<file path="config.mk">
export PLATFORM = sky130hd
export DESIGN_NAME = aclk_key_entry
export DESIGN_NICKNAME = d
export VERILOG_FILES = /design/src/rtl/aclk_pkg.sv /design/src/rtl/aclk_key_shreg.sv /design/src/rtl/aclk_key_entry.sv
export SDC_FILE = /design/constraint.sdc
export NUM_CORES = 1
export LEC_CHECK = 0
export CORE_ASPECT_RATIO = 0.6
export CORE_MARGIN = 5
export CORE_UTILIZATION = 53
export DETAILED_ROUTE_END_ITERATION = 8
export PLACE_DENSITY = 0.84
export SLEW_MARGIN = 5
export SYNTH_ARGS = -nofsm -noshare
export SYNTH_HDL_FRONTEND = slang
export SYNTH_SLANG_ARGS = --single-unit
</file>
<file path="constraint.sdc">
create_clock -name clk -period 3.7 [get_ports clk]
set_input_delay 0.925 -clock clk [delete_from_list [all_inputs] [get_ports clk]]
set_output_delay 0.925 -clock clk [all_outputs]
set_load 0.05 [all_outputs]
</file>
<file path="src/rtl/aclk_pkg.sv">
// Shared types and limits for the alarm-clock keypad entry path.
// Digit limits describe the largest legal HH:MM value, 23:59.
package aclk_pkg;

  typedef enum logic [1:0] {
    ST_IDLE     = 2'd0,
    ST_ENTRY    = 2'd1,
    ST_COMMIT_A = 2'd2,
    ST_COMMIT_C = 2'd3
  } state_e;

  localparam logic [3:0] KEY_MAX_DIGIT      = 4'd9;
  localparam logic [3:0] MAX_HR_TENS        = 4'd2;
  localparam logic [3:0] MAX_HR_UNITS_AT_20 = 4'd3;
  localparam logic [3:0] MAX_MIN_TENS       = 4'd5;
  localparam int unsigned NUM_DIGITS        = 4;
  localparam logic [2:0] CNT_FULL           = 3'(NUM_DIGITS);

endpackage

</file>
<file path="src/rtl/aclk_key_shreg.sv">
// Four-digit HH:MM entry buffer with a saturating count of accepted digits.
// load_i restarts the buffer with a single digit; shift_i appends one.
module aclk_key_shreg
  import aclk_pkg::*;
(
  input  logic       clk,
  input  logic       reset,
  input  logic       load_i,
  input  logic       shift_i,
  input  logic       cnt_clr_i,
  input  logic [3:0] key_i,
  output logic [3:0] ms_hr_o,
  output logic [3:0] ls_hr_o,
  output logic [3:0] ms_min_o,
  output logic [3:0] ls_min_o,
  output logic [2:0] count_o
);

  logic [3:0] ms_hr_q, ls_hr_q, ms_min_q, ls_min_q;
  logic [2:0] count_q;

  always_ff @(posedge clk or posedge reset) begin
    if (reset) begin
      ms_hr_q  <= 4'd0;
      ls_hr_q  <= 4'd0;
      ms_min_q <= 4'd0;
      ls_min_q <= 4'd0;
      count_q  <= 3'd0;
    end else if (load_i) begin
      ms_hr_q  <= 4'd0;
      ls_hr_q  <= 4'd0;
      ms_min_q <= 4'd0;
      ls_min_q <= key_i;
      count_q  <= 3'd1;
    end else if (shift_i) begin
      ms_hr_q  <= ls_hr_q;
      ls_hr_q  <= ms_min_q;
      ms_min_q <= ls_min_q;
      ls_min_q <= key_i;
      if (count_q < CNT_FULL) count_q <= count_q + 3'd1;
    end else if (cnt_clr_i) begin
      // Buffer is left untouched so the last entry stays on the digit bus.
      count_q <= 3'd0;
    end
  end

  assign ms_hr_o  = ms_hr_q;
  assign ls_hr_o  = ls_hr_q;
  assign ms_min_o = ms_min_q;
  assign ls_min_o = ls_min_q;
  assign count_o  = count_q;

endmodule

</file>
<file path="src/rtl/aclk_key_entry.sv">
// Keypad entry controller: collects HH:MM digits, validates them and issues
// one-cycle load strobes to the alarm register or the time counter.
//
//   state       | meaning
//   ST_IDLE     | waiting for a first digit, buffer held on the bus
//   ST_ENTRY    | collecting digits, watching buttons and inactivity timer
//   ST_COMMIT_A | valid value accepted for the alarm register
//   ST_COMMIT_C | valid value accepted for the time counter
module aclk_key_entry
  import aclk_pkg::*;
#(
  parameter int TIMEOUT_SEC = 10,
  parameter int TMR_W       = 4
) (
  input  logic       clk,
  input  logic       reset,
  input  logic       one_second,
  input  logic [3:0] key,
  input  logic       key_valid,
  input  logic       alarm_button,
  input  logic       time_button,
  output logic [3:0] new_alarm_ms_hr,
  output logic [3:0] new_alarm_ls_hr,
  output logic [3:0] new_alarm_ms_min,
  output logic [3:0] new_alarm_ls_min,
  output logic       load_new_a,
  output logic       load_new_c,
  output logic       show_new_time,
  output logic [2:0] digit_count
);

  localparam logic [TMR_W-1:0] TMR_LAST = TMR_W'(TIMEOUT_SEC - 1);

  state_e           state_q, state_d;
  logic [TMR_W-1:0] timer_q, timer_d;
  logic             alarm_d_q, time_d_q;
  logic             load_a_q, load_c_q, show_q;

  logic       alarm_edge, time_edge, digit_ok, value_ok;
  logic       sh_load, sh_shift, cnt_clr;
  logic [3:0] ms_hr, ls_hr, ms_min, ls_min;
  logic [2:0] count;

  assign alarm_edge = alarm_button & ~alarm_d_q;
  assign time_edge  = time_button & ~time_d_q;
  assign digit_ok   = key_valid && (key <= KEY_MAX_DIGIT);

  always_comb begin
    value_ok = (count == CNT_FULL) && (ms_hr <= MAX_HR_TENS) && (ms_min <= MAX_MIN_TENS);
    if (ms_hr == MAX_HR_TENS) value_ok = value_ok && (ls_hr <= MAX_HR_UNITS_AT_20);
    else                      value_ok = value_ok && (ls_hr <= KEY_MAX_DIGIT);
  end

  always_comb begin
    state_d  = state_q;
    timer_d  = timer_q;
    sh_load  = 1'b0;
    sh_shift = 1'b0;
    cnt_clr  = 1'b0;
    case (state_q)
      ST_IDLE: begin
        if (digit_ok) begin
          sh_load = 1'b1;
          timer_d = '0;
          state_d = ST_ENTRY;
        end
      end
      ST_ENTRY: begin
        // Button edges win over a same-cycle digit, which wins over timeout.
        if (alarm_edge || time_edge) begin
          if (alarm_edge && time_edge) begin
            state_d = ST_IDLE;
            cnt_clr = 1'b1;
          end else if (value_ok) begin
            state_d = alarm_edge ? ST_COMMIT_A : ST_COMMIT_C;
          end else begin
            state_d = ST_IDLE;
            cnt_clr = 1'b1;
          end
        end else if (digit_ok) begin
          sh_shift = 1'b1;
          timer_d  = '0;
        end else if (one_second) begin
          if (timer_q == TMR_LAST) begin
            state_d = ST_IDLE;
            cnt_clr = 1'b1;
          end else begin
            timer_d = timer_q + TMR_W'(1);
          end
        end
      end
      ST_COMMIT_A, ST_COMMIT_C: begin
        state_d = ST_IDLE;
        cnt_clr = 1'b1;
      end
      default: state_d = ST_IDLE;
    endcase
  end

  // Outputs are decoded from the registered state, so the strobe follows the
  // commit state by one cycle while the frozen buffer keeps the bus stable.
  always_ff @(posedge clk or posedge reset) begin
    if (reset) begin
      state_q   <= ST_IDLE;
      timer_q   <= '0;
      alarm_d_q <= 1'b0;
      time_d_q  <= 1'b0;
      load_a_q  <= 1'b0;
      load_c_q  <= 1'b0;
      show_q    <= 1'b0;
    end else begin
      state_q   <= state_d;
      timer_q   <= timer_d;
      alarm_d_q <= alarm_button;
      time_d_q  <= time_button;
      load_a_q  <= (state_q == ST_COMMIT_A);
      load_c_q  <= (state_q == ST_COMMIT_C);
      show_q    <= (state_q == ST_ENTRY);
    end
  end

  aclk_key_shreg u_shreg (
    .clk       (clk),
    .reset     (reset),
    .load_i    (sh_load),
    .shift_i   (sh_shift),
    .cnt_clr_i (cnt_clr),
    .key_i     (key),
    .ms_hr_o   (ms_hr),
    .ls_hr_o   (ls_hr),
    .ms_min_o  (ms_min),
    .ls_min_o  (ls_min),
    .count_o   (count)
  );

  assign new_alarm_ms_hr  = ms_hr;
  assign new_alarm_ls_hr  = ls_hr;
  assign new_alarm_ms_min = ms_min;
  assign new_alarm_ls_min = ls_min;
  assign digit_count      = count;
  assign load_new_a       = load_a_q;
  assign load_new_c       = load_c_q;
  assign show_new_time    = show_q;

endmodule

</file>
Yosys cells after proc, flatten, opt, wreduce, memory -nomap -nowiden

Index checks and enable logic that the tools add are counted.

Register bits: 30
Bits of input ports: 10
Output and inout port bits: 22
Word-level logic and storage cells: 92

Add/subtract/negate cells: 2
Magnitude comparators: 6
Equal/unequal tests: 14
Multiplexer cells: 39
Bitwise operators: 4
Reductions and logical operators: 15

Operator list:

| cell                | number |
|---|---|
| $mux 4              | 13 |
| $ne 3x3->1 const B  | 5 |
| $mux 2              | 7 |
| $mux 1              | 12 |
| $mux 3              | 4 |
| $le 4x2->1 const B  | 2 |
| $le 4x4->1 const B  | 2 |
| $pmux 4 s2          | 1 |
| $logic_and 1x1->1   | 6 |
| $pmux 2 s3          | 1 |
| $reduce_and 5->1    | 1 |
| $add 4x1->4 const B | 1 |
| $eq 2x2->1 const B  | 2 |
| $eq 4x2->1 const B  | 1 |
| $eq 4x4->1 const B  | 1 |
| $le 4x3->1 const B  | 1 |
| $ne 2x2->1 const B  | 2 |
| $reduce_and 4->1    | 1 |
| $reduce_bool 2->1   | 2 |
| $add 3x1->3 const B | 1 |
| $eq 3x3->1 const B  | 1 |
| $lt 3x3->1 const B  | 1 |
| $ne 3x2->1 const B  | 1 |
| $reduce_bool 3->1   | 1 |
| other kinds (8)     | 10 |

Logic depth before layout (Yosys ltp)

Depth in word-level cells: 12
Depth in mapped cells: 7
Mapped depth without buffers: 7

Modules after synthesis

From an unflattened synthesis, not the netlist that was laid out.

Cells, all modules: 124
Area, all modules: 1468.9 um^2

Modules (own cells, without submodules):

| module         | instances | cells each | area an instance (um^2) | seq. area each (um^2) |
|---|---|---|---|---|
| aclk_key_shreg | 1         | 64         | 827.0                   | 475.5 |
| aclk_key_entry | 1         | 60         | 641.9                   | 275.3 |

Least setup slack after synthesis

Ideal clock, no wire load.

Path type: input to register
Start point: input port time_button
End point: register timer_q[3]
Library setup time: 0.119 ns
Arrival time: 2.001 ns
Data required time: 3.581 ns
Path slack: 1.580 ns
Stages on the path: 5
Path buffers: 0
Cell sequence: and2b_1 > nor3_4 > o211ai_2 > o21a_1 > o21a_1

Word-level cells in the longest chain between the ends: 4

Ends and longest elaborated chain:

| what                       | line                  | source |
|---|---|---|
| start, declared            | aclk_key_entry.sv:21  | `input logic time_button,` |
| $and 1x1->1                | aclk_key_entry.sv:45  | `assign time_edge = time_button & ~time_d_q;` |
| $logic_or 1x1->1           | aclk_key_entry.sv:70  | `if (alarm_edge \|\| time_edge) begin` |
| $ne 2x2->1 (no line)       | n/a                   |  |
| $reduce_and 5->1 (no line) | n/a                   |  |
| end signal, assigned       | aclk_key_entry.sv:113 | `timer_q <= timer_d;` |
| end, declared              | aclk_key_entry.sv:35  | `logic [TMR_W-1:0] timer_q, timer_d;` |

Every way passes these cells.
A chain may end at the register's enable or synchronous reset.

Final worst setup path

Start point: input port time_button
End point: register u_shreg.ms_min_q[0] (netlist: u_shreg.ms_min_o[0])

Word-level cells in the longest chain between the ends: 5

Ends and longest elaborated chain:

| what                        | line                 | source |
|---|---|---|
| $and 1x1->1                 | aclk_key_entry.sv:45 |  |
| $logic_or 1x1->1            | aclk_key_entry.sv:70 |  |
| $mux 1                      | aclk_key_entry.sv:70 |  |
| $mux 1                      | aclk_key_entry.sv:60 | `case (state_q)` |
| $reduce_bool 2->1 (no line) | n/a                  |  |
| end signal, assigned        | aclk_key_shreg.sv:38 | `ms_min_q <= ls_min_q;` |
| end, declared               | aclk_key_shreg.sv:19 | `logic [3:0] ms_hr_q, ls_hr_q, ms_min_q, ls_min_q;` |

Every way passes these cells.

==> flow_metrics.env <==
export IMPL_leakagePower_nw=0.804
export IMPL_cts_tree="done"
export IMPL_ys_warnings_count=0
export IMPL_internal_power_w=0.000623
export IMPL_rrSetupSlack_ps=1610
export IMPL_n_fill_cell=182
export IMPL_antenna_found_initial=0
export IMPL_cts_setup_buffers=0
export IMPL_synth_edf_count=0
export IMPL_grt_pass1_vias=1086
export IMPL_seq_power_share_pct=41.8
export IMPL_switchingPower_w=0.000356
export IMPL_drive_above_1_share_pct=8.50
export IMPL_path_clk_slew_ps=70
export IMPL_synth_area_um2=1420
export IMPL_portBuffers=31
export IMPL_grt_max_degree=31
export IMPL_cp_start_kind="input port"
export IMPL_grt_pass1_wl_um=5300
export IMPL_drv_cap=0
export IMPL_cp_required_ps=3860
export IMPL_cts_buffers=5
export IMPL_irDropWorstVdd_mv=0.381
export IMPL_grt_ovfl_total=0
export IMPL_avgSynthCellArea_um2=12.0
export IMPL_ant_nets=0
export IMPL_ys_seq_elements=30
export IMPL_final_cells=185
export IMPL_drt_iter0_markers=86
export IMPL_ctsHoldBuffers=0
export IMPL_pin_count=32
export IMPL_stdcell_area_um2=1820
export IMPL_postSynthCellCount=118
export IMPL_chipHeight_um=50.0
export IMPL_synth_area_leaders="dfrtp_1, a22o_1, ha_1"
export IMPL_cp_arrival_ps=2870
export IMPL_hold_viol=0
export IMPL_final_cell_mix="clkdlybuf4s50_1, dfrtp_1, a22o_1"
export IMPL_fmax_mhz=369
export IMPL_cp_end_kind="register"
export IMPL_place_inst=177
export IMPL_synth_top_cell_by_area="dfrtp_1"
export IMPL_setup_viol=0
export IMPL_final_min_clock_period_ps=2710
export IMPL_synth_top_family_by_area="compound AO/OA/AOI/OAI gates"
export IMPL_netlist_area_leader_share_pct=53.1
export IMPL_dp_slack_ps=671
export IMPL_clock_sinks=30
export IMPL_synth_nets=132
export IMPL_post_route_period_util_pct=73.2
export IMPL_start_util_pct=56.1
export IMPL_rsz0062_at_grt="no"
export IMPL_power_density_nw_per_um2=539
export IMPL_grt_use_total_pct=17.6
export IMPL_yosysSeqAreaShare_pct=53.1
export IMPL_place_area_um2=1730
export IMPL_cp_max_fo=15
export IMPL_root_buffer="clkbuf_8"
export IMPL_synthMuxAreaShare_pct=5.31
export IMPL_wl_um=3000
export IMPL_worstSkewPairLatency_ps=280
export IMPL_synth_ff_type="dfrtp_1"
export IMPL_finalWeightedCongestion=0.940
export IMPL_swShare_pct=36.4
export IMPL_drc=0
export IMPL_synthAdderAreaFrac_pct=3.54
export IMPL_skew_ps=5.65
export IMPL_areaGrowthSynthToFinish_pct=28.4
export IMPL_synthArstFlopShare_pct=100
export IMPL_rows=14
export IMPL_final_common_cell="clkdlybuf4s50_1"
export IMPL_n_antenna_cell=0
export IMPL_ctsResizeCount=0
export IMPL_slew_viol_final=0
export IMPL_nets=166
export IMPL_drt_pass1_iterations=4
export IMPL_post_drt_wl_per_cell_um=16.2
export IMPL_yosys_area_share_simple_pct=12.8
export IMPL_worstHoldPathType="reg -> reg"
export IMPL_dp_hpwl_um=2170
export IMPL_synth_compound_area_share_pct=19.1
export IMPL_pwr_share_comb_pct=30.6
export IMPL_num_vias=1074
export IMPL_utilization_pct=72.0
export IMPL_vias_per_cell=5.81
export IMPL_p_clk_share_pct=27.7
export IMPL_synth_xor_area_share_pct=1.24
export IMPL_htree_levels=2
export IMPL_tns_ps=0
export IMPL_die_x_um=76.7
export IMPL_die_area_um2=3840
export IMPL_core_area_um2=2520
export IMPL_fin_ws_ps=990
export IMPL_cts_buffer_depth=2
export IMPL_worst_pin_slew_ps=594
export IMPL_slew_headroom_pct=60.4
export IMPL_synth_cell_types=41
export IMPL_critical_path_class="in -> reg"
export IMPL_status="finished, final reports clean"
[through the flow]
stage,hold WS (ps),total power (W)
after CTS,536,0.000986
after floorplan,505,0.000612
after global placement,511,0.000706
final,531,0.000980
after global routing,551,0.00103
after detailed placement,522,0.000714
[per-layer routing]
layer  wire length [um]  track usage [%]
met5                  0                0
met1               1390             23.8
met2               1400             26.5
met3                177             5.27
met4                 35             6.69
[logic make-up after synthesis]
logic type	count (synthesis)
buf+inv	11
mux	7
xor+xnor	2
compound gates	34
flops	30
simple gates	30
fa+ha+maj	4
[power groups by stage]
stage | Combinational (W) | Clock [W] | Sequential (W)
6_report | 0.000299 | 0.000271 | 0.000409
5_1_grt | 0.000318 | 0.000294 | 0.000416
4_1_cts | 0.000302 | 0.000276 | 0.000408
3_5_place_dp | 0.000301 | 0 | 0.000413
3_3_place_gp | 0.000295 | 0 | 0.000411
2_1_floorplan | 0.0000936 | 0 | 0.000518
[worst paths after layout]
check | start | to | cells past startpoint
setup / recovery | time_button | u_shreg.ms_min_o[0] | 6
hold / removal | u_shreg.ls_min_o[0] | u_shreg.ls_min_o[0] | 1
setup reg to reg | state_q[1] | u_shreg.ms_min_o[0] | 5
hold reg to reg | u_shreg.ls_min_o[0] | u_shreg.ls_min_o[0] | 1
max in group asynchronous | reset | timer_q[3] | 3
min in group asynchronous | reset | u_shreg.ms_hr_o[3] | 3
[critical path, stage by stage]
cell             delay [ps]
clkdlybuf4s50_1         410
and2b_1                 240
nor3_4                  400
and2_1                  580
mux2i_1                 250
nor2_1                   50
[cell usage after synthesis (all sizes together), types with 3 or more instances]
library cell / number
o31ai: 3
mux2: 4
nor2: 6
nand2: 4
a22o: 10
buf: 4
nor3: 3
nand2b: 3
and2: 3
a21oi: 5
inv: 6
ha: 4
and2b: 3
o21ai: 5
mux2i: 3
dfrtp: 30
[sequential cells by signal, indices dropped and copies added (netlist names)]
signal	flops
timer_q	4
u_shreg.ls_hr_o	4
u_shreg.ls_min_o	4
u_shreg.ms_hr_o	4
u_shreg.ms_min_o	4
u_shreg.count_o	3
state_q	2
alarm_d_q	1
load_new_a	1
load_new_c	1
show_new_time	1
time_d_q	1
[final cells by class]
class | instances | area [um2] | share of cell area, %
Sequential cell | 30 | 751 | 41.3
Multi-Input combinational cell | 77 | 594 | 32.7
Timing Repair Buffer | 32 | 318 | 17.5
Clock buffer | 7 | 86.3 | 4.75
Tap cell | 32 | 40.0 | 2.20
Inverter | 6 | 22.5 | 1.24
Clock inverter | 1 | 5.00 | 0.275
Note: power is estimated with default switching activity, not from simulation.
